`config.mk`:
```
export PLATFORM = sky130hd
export DESIGN_NAME = ppt_burst_scheduler_flat
export DESIGN_NICKNAME = d
export VERILOG_FILES = /design/src/rtl/ppt_pkg.sv /design/src/rtl/ppt_burst_scheduler_if.sv /design/src/rtl/ppt_edge_counter.sv /design/src/rtl/ppt_burst_scheduler.sv /design/src/flat_wrapper.sv
export SDC_FILE = /design/constraint.sdc
export NUM_CORES = 1
export LEC_CHECK = 0
export BUFFER_PORTS_ARGS = -buffer_cell sky130_fd_sc_hd__buf_2
export CAP_MARGIN = 0
export CORE_MARGIN = 2
export CORE_UTILIZATION = 29
export CTS_CLUSTER_SIZE = 40
export DETAILED_ROUTE_END_ITERATION = 10
export GPL_ROUTABILITY_DRIVEN = 0
export PLACE_DENSITY_LB_ADDON = 0.05
export SLEW_MARGIN = 30
export SYNTH_ARGS = -nofsm -noshare
export SYNTH_HDL_FRONTEND = slang
export SYNTH_SLANG_ARGS = --single-unit
```
`constraint.sdc`:
```
create_clock -name clk -period 2.97 [get_ports clk]
set_input_delay 0.1485 -clock clk [delete_from_list [all_inputs] [get_ports clk]]
set_output_delay 0.1485 -clock clk [all_outputs]
set_load 0.005 [all_outputs]
```
`src/rtl/ppt_pkg.sv`:
```
`default_nettype none
// ============================================================================
//  Module   : ppt_pkg
//  Brief    : Shared types and constants for the PPT burst scheduler slice.
//  Revision : 1.0  initial release
// ============================================================================
package ppt_pkg;

    localparam int PULSE_W = 14;

    // Reset config shared with pulse_generator
    localparam logic [PULSE_W-1:0] GEN_PERIOD_RST = 14'd128;
    localparam logic [PULSE_W-1:0] GEN_WIDTH_RST  = 14'd1;

    typedef enum logic [2:0] {
        ST_IDLE     = 3'd0,
        ST_LOAD     = 3'd1,
        ST_FIRE     = 3'd2,
        ST_DRAIN    = 3'd3,
        ST_COOLDOWN = 3'd4
    } state_e;

    function automatic logic cfg_bad(input logic [PULSE_W-1:0] period,
                                     input logic [PULSE_W-1:0] width);
        return (width == '0) || (width >= period);
    endfunction

endpackage
`default_nettype wire

```
`src/rtl/ppt_burst_scheduler_if.sv`:
```
`default_nettype none
// ============================================================================
//  Module   : ppt_burst_scheduler_if
//  Brief    : Burst command channel between host registers and the scheduler.
//  Revision : 1.0  initial release
// ============================================================================
interface ppt_burst_scheduler_if
    import ppt_pkg::*;
#(
    parameter int CNT_W = 16
);
    logic               cfg_valid;
    logic               cfg_ready;
    logic [PULSE_W-1:0] cfg_period;
    logic [PULSE_W-1:0] cfg_width;
    logic [CNT_W-1:0]   cfg_count;
    logic [CNT_W-1:0]   cfg_cooldown;

    modport master (
        output cfg_valid, cfg_period, cfg_width, cfg_count, cfg_cooldown,
        input  cfg_ready
    );

    modport slave (
        input  cfg_valid, cfg_period, cfg_width, cfg_count, cfg_cooldown,
        output cfg_ready
    );
endinterface
`default_nettype wire

```
`src/rtl/ppt_edge_counter.sv`:
```
`default_nettype none
// ============================================================================
//  Module   : ppt_edge_counter
//  Brief    : Counts generator pulse rising edges during FIRE and runs the
//             missing-pulse watchdog.
//  Revision : 1.0  initial release
// ============================================================================
module ppt_edge_counter
    import ppt_pkg::*;
#(
    parameter int CNT_W       = 16,
    parameter int WDOG_MARGIN = 4
)
(
    input  wire logic               clk,
    input  wire logic               rst_n,
    input  wire logic               clear,
    input  wire logic               fire,
    input  wire logic               gen_pulse,
    input  wire logic [PULSE_W-1:0] period,
    output logic                    rise,
    output logic                    wd_timeout,
    output logic [CNT_W-1:0]        pulses_fired
);

    logic               pulse_q;
    logic [PULSE_W:0]   wd_cnt;
    logic [PULSE_W:0]   wd_limit;

    assign rise       = fire & gen_pulse & ~pulse_q;
    // Compare one bit wider than the period so the margin cannot wrap
    assign wd_limit   = {1'b0, period} + (PULSE_W+1)'(WDOG_MARGIN);
    assign wd_timeout = fire & (wd_cnt >= wd_limit);

    always_ff @(posedge clk or negedge rst_n) begin
        if (!rst_n) begin
            pulse_q      <= 1'b0;
            pulses_fired <= '0;
            wd_cnt       <= '0;
        end else begin
            pulse_q <= gen_pulse;

            if (clear)
                pulses_fired <= '0;
            else if (rise && (pulses_fired != '1))
                pulses_fired <= pulses_fired + CNT_W'(1);

            if (!fire || rise)
                wd_cnt <= '0;
            else if (wd_cnt != '1)
                wd_cnt <= wd_cnt + (PULSE_W+1)'(1);
        end
    end

endmodule
`default_nettype wire

```
`src/rtl/ppt_burst_scheduler.sv`:
```
`default_nettype none
// ============================================================================
//  Module   : ppt_burst_scheduler
//  Brief    : Sequences pulse_generator through N-pulse bursts with cooldown,
//             abort, fault lockout and missing-pulse watchdog.
//  Revision : 1.0  initial release
// ============================================================================
module ppt_burst_scheduler
    import ppt_pkg::*;
#(
    parameter int CNT_W       = 16,
    parameter int LOAD_CYC    = 2,
    parameter int WDOG_MARGIN = 4
)
(
    input  wire logic               clk,
    input  wire logic               rst_n,
    ppt_burst_scheduler_if.slave    cfg,
    input  wire logic               abort,
    input  wire logic               fault,
    output logic                    gen_run,
    output logic [PULSE_W-1:0]      gen_period,
    output logic [PULSE_W-1:0]      gen_width,
    input  wire logic               gen_pulse,
    output logic                    busy,
    output logic                    done,
    output logic                    aborted,
    output logic                    wdog_err,
    output logic                    cfg_err,
    output logic [CNT_W-1:0]        pulses_fired
);

    localparam logic [2:0] IDLE     = ST_IDLE;
    localparam logic [2:0] LOAD     = ST_LOAD;
    localparam logic [2:0] FIRE     = ST_FIRE;
    localparam logic [2:0] DRAIN    = ST_DRAIN;
    localparam logic [2:0] COOLDOWN = ST_COOLDOWN;

    localparam int LD_W = (LOAD_CYC > 1) ? $clog2(LOAD_CYC) : 1;

    logic [2:0]       state;
    logic [2:0]       state_nxt;
    logic [CNT_W-1:0] count_q;
    logic [CNT_W-1:0] cool_cnt;
    logic [LD_W-1:0]  load_cnt;

    logic take, bad, accept, stop, final_edge;
    logic rise, wd_timeout;
    logic end_ok, end_abort, end_wdog;

    assign cfg.cfg_ready = (state == IDLE) & ~fault & ~abort;
    assign take          = cfg.cfg_valid & cfg.cfg_ready;
    assign bad           = cfg_bad(cfg.cfg_period, cfg.cfg_width);
    assign accept        = take & ~bad;
    assign stop          = (state != IDLE) & (abort | fault);
    assign final_edge    = rise & ((pulses_fired + CNT_W'(1)) == count_q);

    ppt_edge_counter #(
        .CNT_W       (CNT_W),
        .WDOG_MARGIN (WDOG_MARGIN)
    ) u_edge_counter (
        .clk          (clk),
        .rst_n        (rst_n),
        .clear        (accept),
        .fire         (state == FIRE),
        .gen_pulse    (gen_pulse),
        .period       (gen_period),
        .rise         (rise),
        .wd_timeout   (wd_timeout),
        .pulses_fired (pulses_fired)
    );

    always_comb begin
        state_nxt = state;
        end_ok    = 1'b0;
        end_abort = 1'b0;
        end_wdog  = 1'b0;
        if (stop) begin
            state_nxt = IDLE;
            end_abort = 1'b1;
        end else begin
            case (state)
                IDLE: begin
                    if (accept) begin
                        if (cfg.cfg_count == '0)
                            end_ok = 1'b1;
                        else
                            state_nxt = LOAD;
                    end
                end
                LOAD: begin
                    if (load_cnt == '0)
                        state_nxt = FIRE;
                end
                FIRE: begin
                    if (wd_timeout) begin
                        state_nxt = IDLE;
                        end_wdog  = 1'b1;
                    end else if (final_edge) begin
                        state_nxt = DRAIN;
                    end
                end
                DRAIN: begin
                    // Hold run until the last pulse has fully fallen
                    if (!gen_pulse)
                        state_nxt = COOLDOWN;
                end
                COOLDOWN: begin
                    if (cool_cnt == '0) begin
                        state_nxt = IDLE;
                        end_ok    = 1'b1;
                    end
                end
                default: state_nxt = IDLE;
            endcase
        end
    end

    always_ff @(posedge clk or negedge rst_n) begin
        if (!rst_n) begin
            state      <= IDLE;
            gen_run    <= 1'b0;
            gen_period <= GEN_PERIOD_RST;
            gen_width  <= GEN_WIDTH_RST;
            busy       <= 1'b0;
            done       <= 1'b0;
            aborted    <= 1'b0;
            wdog_err   <= 1'b0;
            cfg_err    <= 1'b0;
            count_q    <= '0;
            cool_cnt   <= '0;
            load_cnt   <= '0;
        end else begin
            state   <= state_nxt;
            gen_run <= (state_nxt == FIRE) || (state_nxt == DRAIN);
            busy    <= (state_nxt != IDLE);
            done    <= end_ok | end_abort | end_wdog;
            cfg_err <= take & bad;

            if (accept) begin
                aborted  <= 1'b0;
                wdog_err <= 1'b0;
            end
            if (end_abort || end_wdog)
                aborted <= 1'b1;
            if (end_wdog)
                wdog_err <= 1'b1;

            // Generator config only moves on accept, while gen_run is low
            if (accept && (cfg.cfg_count != '0)) begin
                gen_period <= cfg.cfg_period;
                gen_width  <= cfg.cfg_width;
                count_q    <= cfg.cfg_count;
                cool_cnt   <= cfg.cfg_cooldown;
                load_cnt   <= LD_W'(LOAD_CYC - 1);
            end else begin
                if ((state == LOAD) && (load_cnt != '0))
                    load_cnt <= load_cnt - LD_W'(1);
                if ((state == COOLDOWN) && (cool_cnt != '0))
                    cool_cnt <= cool_cnt - CNT_W'(1);
            end
        end
    end

endmodule
`default_nettype wire

```
`src/flat_wrapper.sv`:
```
// flat-port wrapper written by rule: the top's interface ports become plain ports
module ppt_burst_scheduler_flat import ppt_pkg::*;
#(
    parameter int CNT_W       = 16,
    parameter int LOAD_CYC    = 2,
    parameter int WDOG_MARGIN = 4
)
  (clk, rst_n, abort, fault, gen_run, gen_period, gen_width, gen_pulse, busy, done, aborted, wdog_err, cfg_err, pulses_fired, cfg_cfg_valid, cfg_cfg_period, cfg_cfg_width, cfg_cfg_count, cfg_cfg_cooldown, cfg_cfg_ready);
  ppt_burst_scheduler_if #(.CNT_W(CNT_W)) cfg_i ();
  input  wire logic clk;
  input  wire logic rst_n;
  input  wire logic abort;
  input  wire logic fault;
  output logic gen_run;
  output logic [PULSE_W-1:0] gen_period;
  output logic [PULSE_W-1:0] gen_width;
  input  wire logic gen_pulse;
  output logic busy;
  output logic done;
  output logic aborted;
  output logic wdog_err;
  output logic cfg_err;
  output logic [CNT_W-1:0] pulses_fired;
  input wire logic [$bits(cfg_i.cfg_valid)-1:0] cfg_cfg_valid;
  input wire logic [$bits(cfg_i.cfg_period)-1:0] cfg_cfg_period;
  input wire logic [$bits(cfg_i.cfg_width)-1:0] cfg_cfg_width;
  input wire logic [$bits(cfg_i.cfg_count)-1:0] cfg_cfg_count;
  input wire logic [$bits(cfg_i.cfg_cooldown)-1:0] cfg_cfg_cooldown;
  output wire logic [$bits(cfg_i.cfg_ready)-1:0] cfg_cfg_ready;
  assign cfg_i.cfg_valid = cfg_cfg_valid;
  assign cfg_i.cfg_period = cfg_cfg_period;
  assign cfg_i.cfg_width = cfg_cfg_width;
  assign cfg_i.cfg_count = cfg_cfg_count;
  assign cfg_i.cfg_cooldown = cfg_cfg_cooldown;
  assign cfg_cfg_ready = cfg_i.cfg_ready;
  ppt_burst_scheduler #(.CNT_W(CNT_W), .LOAD_CYC(LOAD_CYC), .WDOG_MARGIN(WDOG_MARGIN)) u_core (.clk(clk), .rst_n(rst_n), .cfg(cfg_i), .abort(abort), .fault(fault), .gen_run(gen_run), .gen_period(gen_period), .gen_width(gen_width), .gen_pulse(gen_pulse), .busy(busy), .done(done), .aborted(aborted), .wdog_err(wdog_err), .cfg_err(cfg_err), .pulses_fired(pulses_fired));
endmodule
```
==> impl_metrics.tcl, run 1 <==
set metrics [dict create \
    wl_per_cell_um 15.63 \
    clkTransAtPathRegs_ps 70 \
    syn-num-nets 777 \
    start_util_pct 29.33 \
    synth-edff-count 0 \
    io_buffers 116 \
    post-place-ws_ps -120.0 \
    dr.pass1.iters 5 \
    cellPowerDensity_nw_per_um2 624.8 \
    period_share_pct 94.50 \
    synth_cells 678 \
    ff2ff_setup_slack_ps 160 \
    dieArea_um2 21420 \
    dpl.cell_count 1062 \
    final_cells 1090 \
    clock_latency_ps 350 \
    finalClockSkew_ps 5.512 \
    clkPwrFrac_pct 25.9 \
    grt_usage_pct 16.48 \
    p_sw_mw 1.562 \
    final_util_pct 36.90 \
    p_leak_nw 3.510 \
    cts.sinks 102 \
    multi_input_area_um2 3202 \
    cp_slowest_cell "dfstp_2" \
    diodes 0 \
    grt-ovfl-total 0 \
    start_kind "flip-flop" \
    root_buffer "clkbuf_16" \
    crit_family "compound AO/OA/AOI/OAI gates" \
    dpl_cell_area_um2 6900 \
    clock.fmax_mhz 356.3 \
    fillers 2161 \
    grt_start_max_net_pins 66 \
    syn_to_final_growth_pct 25.80 \
    antenna_found_initial 0 \
    cts_tree "yes" \
    critical_path.max_stage_delay_ps 530 \
    die_h_um 146.4 \
    seqPwrFrac_pct 44.9 \
    hold_viol_final 0 \
    ant_nets 0 \
    final_common_cell "nand2_1" \
    synth-main-ff-cell "dfrtp_1" \
    end_kind "flip-flop" \
    yosysSeqAreaShare_pct 43.47 \
    cap_violations 0 \
    yosysUniqueCellTypes 54 \
    power.internal_mw 3.058 \
    ys.warnings.count 0 \
    pwr-share-comb_pct 29.2 \
    core_um2 20040 \
    fp.dieW_um 146.4 \
    tns_ps 0 \
    drtIter0Drc 206 \
    avgSynthCellArea_um2 8.670 \
    layout_common_cells "nand2_1, buf_2, dfrtp_1" \
    drv_slew 0 \
    crit_arrival_ps 3090 \
    grt_pass1_vias 5326 \
    h-tree-depth 3 \
    syn_area_um2 5878 \
    cp.buffers_inverters 1 \
    fp-row-count 52 \
    dpl.hpwl_mm 12.58 \
    vdd_drop_max_uv 276.3 \
    routed_wl_mm 17.04 \
    ios 117 \
    worstPathRequired_ps 3260 \
    p_sw_share_pct 33.81 \
    setup_viol 0 \
    tightest_slew_ps 820.8 \
    whs_ps 19.68 \
    cts_max_path_buffers 2 \
    setup_slack_ps 163.4 \
    drc_errors 0 \
    async_flop_share_pct 100.0 \
    cp_cell_sequence "inv_1 -> nor2_2 -> nand2_2 -> nor2_4 -> xnor2_1 -> ha_1 -> and2_1 -> a221oi_2 -> o21ai_1 -> a21oi_1 -> nand3b_1 -> a2111oi_4 -> or3_1" \
    finalInstanceArea_um2 7395 \
    hold_class "input pin to flip-flop" \
    num_vias 5203 \
    drive_gt1_share_pct 21.22 \
    fin_nets 915 \
    min_period_ps 2807 \
    power_mw 4.620 \
    worst-setup-path-type "flip-flop to flip-flop" \
    viasPerCell 4.773 \
    ys_ff_latch 102 \
    cts_buffers 9 \
    outcome "finished, final reports clean" \
    grt_pass1_wl_mm 28.18 \
    ff_latch_area_um2 2555 \
    maxSlewHeadroom_pct 45.28 \
    worstPathMaxFanout 3 \
]
final timing paths:
check	cells past startpoint	startpoint	endpoint
min reg2reg	2	u_core.gen_width[13]$_DFFE_PN0P_	u_core.gen_width[13]$_DFFE_PN0P_
max	13	u_core.gen_period[7]$_DFFE_PN1P_	u_core.busy$_DFF_PN0_
min	3	cfg_cfg_count[8]	u_core.count_q[8]$_DFFE_PN0P_
max in group asynchronous	3	rst_n	u_core.gen_period[7]$_DFFE_PN1P_
min in group asynchronous	2	rst_n	u_core.gen_width[5]$_DFFE_PN0P_
max reg2reg	13	u_core.gen_period[7]$_DFFE_PN1P_	u_core.busy$_DFF_PN0_
per-layer routing:
metal / up-vias / track usage (%) / routed length (um)
met5: - / 0 / 0
met4: 0 / 3.058 / 116
met1: 2507 / 21.68 / 8108
met3: 6 / 3.844 / 704
li1: 2586 / - / -
met2: 104 / 28.00 / 8112
worst reg2reg max path, delay by kind of cell, from the launching register on:
| kind | cells | cell delay (ps) |
|---|---|---|
| DFF | 1 | 530 |
| and+or+nand+nor | 6 | 860 |
| xor gates and xnor gates | 1 | 130 |
| AOI/OAI and AO/OA | 4 | 930 |
| buffers and inverters | 1 | 40 |
| adders and majority gates | 1 | 270 |
cell usage after synthesis, types with 4 or more instances:
cell / instances / share of area (%)
nor3_1: 8 / 0.68
nand3_1: 27 / 2.3
ha_1: 33 / 7.0
and2_1: 4 / 0.43
nand2_1: 150 / 9.6
nand2b_1: 8 / 0.85
nor2_1: 66 / 4.2
nand4_1: 16 / 1.7
inv_1: 28 / 1.8
mux2i_1: 8 / 1.4
a31oi_1: 6 / 0.64
clkbuf_1: 14 / 0.89
and3_1: 5 / 0.53
nor4_1: 13 / 1.4
or3_1: 5 / 0.53
dfrtp_1: 100 / 43
or4_1: 6 / 0.77
o21ai_0: 30 / 2.6
nor2b_1: 4 / 0.43
a21oi_1: 31 / 2.6
xor2_1: 39 / 5.8
buf_2: 9 / 0.77
xnor2_1: 24 / 3.6
cells by family after synthesis:
family,synth area share (%)
DFF,43.47
and+or+nand+nor,25.33
xor gates and xnor gates,9.387
buffers and inverters,3.640
adders and majority gates,7.024
AOI/OAI and AO/OA,9.600
muxes,1.554
final cells by class:
cell class / count / share of cell area, %
Tap cell: 270 / 4.569
Multi-Input combinational cell: 524 / 43.30
Clock inverter: 1 / 0.4061
Sequential cell: 102 / 34.55
Inverter: 28 / 1.421
Timing Repair Buffer: 151 / 12.32
Clock buffer: 14 / 3.435
power by group through the flow:
| stage | combinational [mW] | clock [mW] | sequential, mW |
|---|---|---|---|
| 6_report | 1.35 | 1.20 | 2.07 |
| 4_1_cts | 1.35 | 1.26 | 2.07 |
| 3_5_place_dp | 1.33 | 0 | 2.09 |
| 5_1_grt | 1.57 | 1.31 | 2.13 |
| 2_1_floorplan | 0.756 | 0 | 2.06 |
| 3_3_place_gp | 1.30 | 0 | 2.08 |
registers in the layout (all words and copies together) (netlist names):
name                                count
u_core.cool_cnt                        16
u_core.count_q                         16
u_core.u_edge_counter.pulses_fired     16
u_core.u_edge_counter.wd_cnt           15
u_core.gen_period                      14
u_core.gen_width                       14
u_core.state                            3
u_core.aborted                          1
u_core.busy                             1
u_core.cfg_err                          1
u_core.done                             1
u_core.gen_run                          1
u_core.load_cnt                         1
u_core.u_edge_counter.pulse_q           1
u_core.wdog_err                         1
repair_timing:
item                       4_1_cts  5_1_grt
buffers inserted                 0        2
hold endpoints to repair        64        0
hold buffers                    11        0
pin swaps                        0        7
gates resized for setup          2       16
setup endpoints to repair        2        5
Power figures use the tool's default switching activity.
==> inputs of run 2 (changes only) <==
- SETUP_SLACK_MARGIN: not set -> 0.4
==> impl_metrics.tcl, run 2 (synthesized netlist as in run 1, its figures left out) <==
set metrics [dict create \
    final_util_pct 37.23 \
    cp_cell_sequence "inv_2 -> nor2_4 -> nand2_4 -> nor2_4 -> nand3_2 -> xor2_1 -> ha_1 -> a21oi_2 -> o21a_1 -> o21ai_1 -> a21oi_2 -> nand3b_1 -> a2111oi_4 -> or3_1" \
    ios 117 \
    clkPwrFrac_pct 25.4 \
    cts_max_path_buffers 2 \
    clock_latency_ps 360 \
    cellPowerDensity_nw_per_um2 620.3 \
    viasPerCell 4.785 \
    drtIter0Drc 212 \
    maxSlewHeadroom_pct 57.32 \
    antenna_found_initial 0 \
    drive_gt1_share_pct 23.67 \
    routed_wl_mm 16.87 \
    finalClockSkew_ps 5.917 \
    pwr-share-comb_pct 29.5 \
    dpl.hpwl_mm 12.77 \
    r2r_cells 14 \
    grt-ovfl-total 0 \
    cts_tree "yes" \
    final_common_cell "nand2_1" \
    clkTransAtPathRegs_ps 70 \
    cp-endpoint "u_core.busy$_DFF_PN0_" \
    r2r_start "u_core.gen_period[7]$_DFFE_PN1P_" \
    crit_family "compound AO/OA/AOI/OAI gates" \
    critical_path_depth 14 \
    p_sw_share_pct 34.35 \
    seqPwrFrac_pct 45.1 \
    io_buffers 116 \
    worst-setup-path-type "flip-flop to flip-flop" \
    clock.fmax_mhz 353.4 \
    num_vias 5235 \
    core_um2 20040 \
    setup_slack_ps 140.4 \
    p_sw_mw 1.590 \
    drv_slew 0 \
    ant_nets 0 \
    drc_errors 0 \
    post-place-ws_ps 39.46 \
    critical_path.max_stage_delay_ps 550 \
    layout_common_cells "nand2_1, buf_2, dfrtp_1" \
    start_kind "flip-flop" \
    cts.sinks 102 \
    grt_pass1_vias 5122 \
    hold_class "input pin to flip-flop" \
    dieArea_um2 21420 \
    grt_setup_unrepaired "true" \
    vdd_drop_max_uv 309.1 \
    dr.pass1.iters 5 \
    period_share_pct 95.27 \
    reg2reg_to "u_core.busy$_DFF_PN0_" \
    syn_to_final_growth_pct 26.93 \
    cp.buffers_inverters 1 \
    worstPathMaxFanout 3 \
    cts_buffers 9 \
    wl_per_cell_um 15.42 \
    crit_arrival_ps 3120 \
    hold_viol_final 0 \
    cp-startpoint "u_core.gen_period[7]$_DFFE_PN1P_" \
    min_period_ps 2830 \
    cp_slowest_cell "dfstp_2" \
    die_h_um 146.4 \
    grt_usage_pct 16.10 \
    cap_violations 0 \
    worstPathRequired_ps 3260 \
    grt_start_max_net_pins 65 \
    fin_nets 918 \
    grt_pass1_wl_mm 27.49 \
    power.internal_mw 3.038 \
    h-tree-depth 3 \
    p_leak_nw 3.552 \
    outcome "finished, final reports clean" \
    end_kind "flip-flop" \
    tightest_slew_ps 638.4 \
    root_buffer "clkbuf_16" \
    diodes 0 \
    fp.dieW_um 146.4 \
    fp-row-count 52 \
    start_util_pct 29.33 \
    top_regs "u_core.cool_cnt: 16 flops, u_core.count_q: 16 flops, u_core.u_edge_counter.pulses_fired: 16 flops" \
    ff2ff_setup_slack_ps 140 \
    setup_viol 0 \
]
==> run 2: changes by cell type in the layout (fill, tap and decap cells not counted), sizes merged <==
cell	before	now
bufinv	1	0
buf	140	145
clkbuf	14	13
dlygate4sd3	11	8
clkinv	0	2
a21o	3	4
clkinvlp	0	1
==> run 2: routing by layer <==
layer	wire length (um)	vias up	part of all wire (%)	global-route usage, %
met1	7905	2526	47	21.91
met5	0	-	0	0
li1	-	2602	-	-
met3	743	14	4.4	3.219
met4	208	0	1.2	4.175
met2	8016	93	48	26.34
==> run 2: power groups by stage <==
stage	clock network [mW]	registers, mW	logic, mW
after CTS	1.22	2.08	1.35
after global routing	1.28	2.14	1.57
final	1.17	2.09	1.36
after detailed placement	0	2.11	1.30
after floorplan	0	2.06	0.770
after global placement	0	2.11	1.28
==> run 2: tightest hold or removal path, cell delays in order <==
cell and delay [ps]:
buf_2 80, a32oi_1 50, nand2_1 60
==> run 2: worst min path at each step <==
stage | startpoint | to | slack, ps | cells after the start
global route | cfg_cfg_cooldown[15] | u_core.cool_cnt[15]$_DFFE_PN0P_ | 10 | 3
floorplan | rst_n | u_core.aborted$_DFFE_PN0P_ | -150 | 0
global placement | gen_pulse | u_core.u_edge_counter.pulse_q$_DFF_PN0_ | 310 | 1
CTS | cfg_cfg_cooldown[15] | u_core.cool_cnt[15]$_DFFE_PN0P_ | 0.02 | 3
detailed placement | gen_pulse | u_core.u_edge_counter.pulse_q$_DFF_PN0_ | 310 | 1
finish | cfg_cfg_cooldown[15] | u_core.cool_cnt[15]$_DFFE_PN0P_ | 9 | 3
==> run 2: per-stage QoR <==
stage	cell area (um^2)	TNS, ps	hold WS (ps)	std cells	power (mW)
final	7461	0	9.328	1094	4.628
after global routing	7461	-16.73	12.18	1094	4.995
after CTS	7310	0	0.01876	1087	4.653
after detailed placement	6882	0	311.3	1058	3.415
after global placement	6882	0	308.5	1058	3.387
after floorplan	5902	0	-147.1	678	2.834
==> run 2: area by class of cell <==
class,instances,area (um^2)
Sequential cell,102,2557
Tap cell,270,337.8
Timing Repair Buffer,153,929.6
Clock inverter,3,17.52
Inverter,28,105.1
Multi-Input combinational cell,525,3243
Clock buffer,13,270.3
Fill cell,2192,12580
==> run 2: repair_timing <==
item | CTS | global route
setup buffers | 5 | 5
gates cloned | 0 | 1
setup endpoints to repair | 14 | 36
hold buffers | 8 | 0
endpoints found under the hold margin | 69 | 0
gates resized for setup | 6 | 20
pin swaps | 7 | 15
==> inputs of run 3 (changes only) <==
- ABC_AREA: not set -> 1
- CAP_MARGIN: 0 -> not set
==> impl_metrics.tcl, run 3 <==
set metrics [dict create \
    crit_top_cell "nand3_2" \
    synth_top_area_share_pct 40.52 \
    viasPerCell 4.598 \
    io_buffers 116 \
    drv_slew 0 \
    root_buffer "clkbuf_16" \
    grt_start_max_net_pins 46 \
    tightest_slew_ps 677.0 \
    holdCritStartpoint "cfg_cfg_cooldown[12]" \
    fin_nets 1059 \
    grt.met1_usage_pct 23.32 \
    final_common_cell "nand2_1" \
    fp-row-count 53 \
    hold_viol_final 0 \
    drc_errors 0 \
    synth_cells 819 \
    top_regs "u_core.cool_cnt: 16 flops, u_core.count_q: 16 flops, u_core.u_edge_counter.pulses_fired: 16 flops" \
    ios 117 \
    drtIter0Drc 209 \
    diodes 0 \
    cp-startpoint "u_core.gen_period[3]$_DFFE_PN0P_" \
    grt_pass1_wl_mm 29.01 \
    maxSlewHeadroom_pct 54.87 \
    wl_per_cell_um 14.47 \
    ys_ff_latch 102 \
    crit_arrival_ps 2880 \
    avgSynthCellArea_um2 7.541 \
    end_kind "flip-flop" \
    clock.fmax_mhz 378.0 \
    grt-ovfl-total 0 \
    clkTransAtPathRegs_ps 80 \
    setup_viol 0 \
    num_vias 5701 \
    synth-edff-count 0 \
    die_h_um 149.9 \
    cts_max_path_buffers 2 \
    critical_path.max_stage_delay_ps 380 \
    dpl.hpwl_mm 13.83 \
    busiest_layer "met2" \
    final_util_pct 36.58 \
    multi_input_area_um2 3269 \
    worstPathRequired_ps 3210 \
    start_util_pct 29.47 \
    fillers 2322 \
    cellPowerDensity_nw_per_um2 789.0 \
    p_leak_nw 3.764 \
    syn_to_final_growth_pct 24.13 \
    tns_ps 0 \
    dr.pass1.iters 5 \
    fp.dieW_um 149.9 \
    outcome "finished, final reports clean" \
    vdd_drop_max_uv 313.7 \
    h-tree-depth 3 \
    worst-setup-path-type "flip-flop to flip-flop" \
    worstPathMaxFanout 3 \
    core_um2 20960 \
    drive_gt1_share_pct 21.66 \
    grt.met2_usage_pct 25.62 \
    dieArea_um2 22480 \
    ff_latch_area_um2 2555 \
    finalClockSkew_ps 14.47 \
    grt_usage_pct 16.56 \
    hold_class "input pin to flip-flop" \
    antenna_found_initial 0 \
    r2r_start "u_core.gen_period[3]$_DFFE_PN0P_" \
    cap_violations 0 \
    ys.warnings.count 0 \
    yosysUniqueCellTypes 40 \
    synth_area_leader_cell "dfrtp_1" \
    async_flop_share_pct 100.0 \
    start_kind "flip-flop" \
    ant_nets 0 \
    met3_usage_pct 2.835 \
    cts.sinks 102 \
    syn-num-nets 918 \
    cts_buffers 9 \
    synth.most_common_cell "nand2_1" \
    grt_setup_unrepaired "true" \
    synth_common_cells "nand2_1, dfrtp_1, inv_1" \
    finalInstanceArea_um2 7666 \
    routed_wl_mm 17.95 \
    grt_pass1_vias 5568 \
    dpl_cell_area_um2 7132 \
    clock_latency_ps 360 \
    netlist_top_cells_area "dfrtp_1, nand2_1, ha_1, inv_1, nor2_1" \
    cts_tree "yes" \
    cp_cell_sequence "ha_2 -> nand3_2 -> nor2_1 -> inv_1 -> nor2_2 -> nand3_2 -> nor2_2 -> xnor2_1 -> ha_1 -> nand2_1 -> nor4_2 -> nand2_1 -> nand3_2 -> inv_2 -> nand2_2 -> nor2_2 -> nand3_2 -> nand3_2 -> nand2_2 -> nand2_1" \
    layout_common_cells "nand2_1, buf_2, dfrtp_1" \
    period_share_pct 89.08 \
    synth-main-ff-cell "dfrtp_1" \
    syn_area_um2 6176 \
    yosysSeqAreaShare_pct 41.37 \
    cp_slowest_cell "dfrtp_1" \
    min_period_ps 2646 \
]
==> run 3: cell types whose count changed after synthesis, moves of 7 or more <==
cell,delta
xnor2_1,-15
inv_1,+71
nand2_1,+95
nor2_1,+9
clkbuf_1,-10
nor3_1,+8
nand2b_1,-8
xor2_1,-19
o22ai_1,+7
mux2i_1,-8
nand3_1,+28
o21ai_0,+23
==> run 3: what timing repair did <==
action                                  in CTS  in global routing
buffers inserted                             7                  3
cloned                                       0                  0
hold endpoints to repair                    43                  0
endpoints found under the setup margin       7                  7
gates resized for setup                     13                 14
pin swaps                                   14                 10
hold buffers                                 4                  0
==> run 3: final cells by class <==
| type | count | area share [%] |
|---|---|---|
| clock buffers | 12 | 3.215 |
| clock inverters | 4 | 0.7345 |
| inverters | 103 | 5.109 |
| multi-input cells | 600 | 42.65 |
| flip-flops and latches | 102 | 33.33 |
| well taps | 275 | 4.488 |
| repair buffers | 144 | 10.48 |
==> run 3: layer usage <==
metal / part of all wire (%) / vias to the layer above
li1: - / 2945
met1: 50 / 2630
met2: 45 / 105
met3: 3.8 / 21
met4: 1.9 / 0
met5: 0 / -
==> run 3: logic make-up after synthesis <==
kind of cell	share of synthesized area (%)
simple gates	30.83
flops	41.37
xor+xnor	4.477
compound gates	8.935
fa+ha+maj	6.686
buf+inv	7.698
==> run 3: through the flow <==
| step | instances | worst slack [ps] | hold slack, ps | total power [mW] |
|---|---|---|---|---|
| 6_report | 1240 | 324.4 | 12.27 | 6.049 |
| 5_1_grt | 1240 | 103.9 | 9.895 | 6.610 |
| 4_1_cts | 1237 | 258.2 | 0.5503 | 6.071 |
| 3_5_place_dp | 1210 | 108.1 | 216.8 | 4.728 |
| 3_3_place_gp | 1210 | 174.6 | 218.8 | 4.741 |
| 2_1_floorplan | 819 | 435.0 | -147.1 | 3.827 |
==> run 3: power breakdown <==
part	internal, mW	switching (mW)
Clock	0.684	0.560
Sequential	1.94	0.543
Combinational	1.01	1.31
==> run 3: worst max-delay path, delay by kind of cell (launching register included) <==
family	cells	cell delay, ps
xor+xnor	1	80
fa+ha+maj	2	550
buf+inv	2	120
flops	1	380
simple gates	15	1410
==> run 3: final timing paths <==
| kind | to | slack, ps | depth (start not counted) |
|---|---|---|---|
| worst max-delay path | u_core.busy$_DFF_PN0_ | 320 | 20 |
| max in group asynchronous | u_core.gen_width[0]$_DFFE_PN1P_ | 1800 | 3 |
| worst max register to register | u_core.busy$_DFF_PN0_ | 320 | 20 |
| worst min-delay path | u_core.cool_cnt[12]$_DFFE_PN0P_ | 10 | 3 |
| worst min register to register | u_core.gen_width[8]$_DFFE_PN0P_ | 480 | 2 |
| min in group asynchronous | u_core.u_edge_counter.pulses_fired[14]$_DFFE_PN0P_ | 340 | 2 |
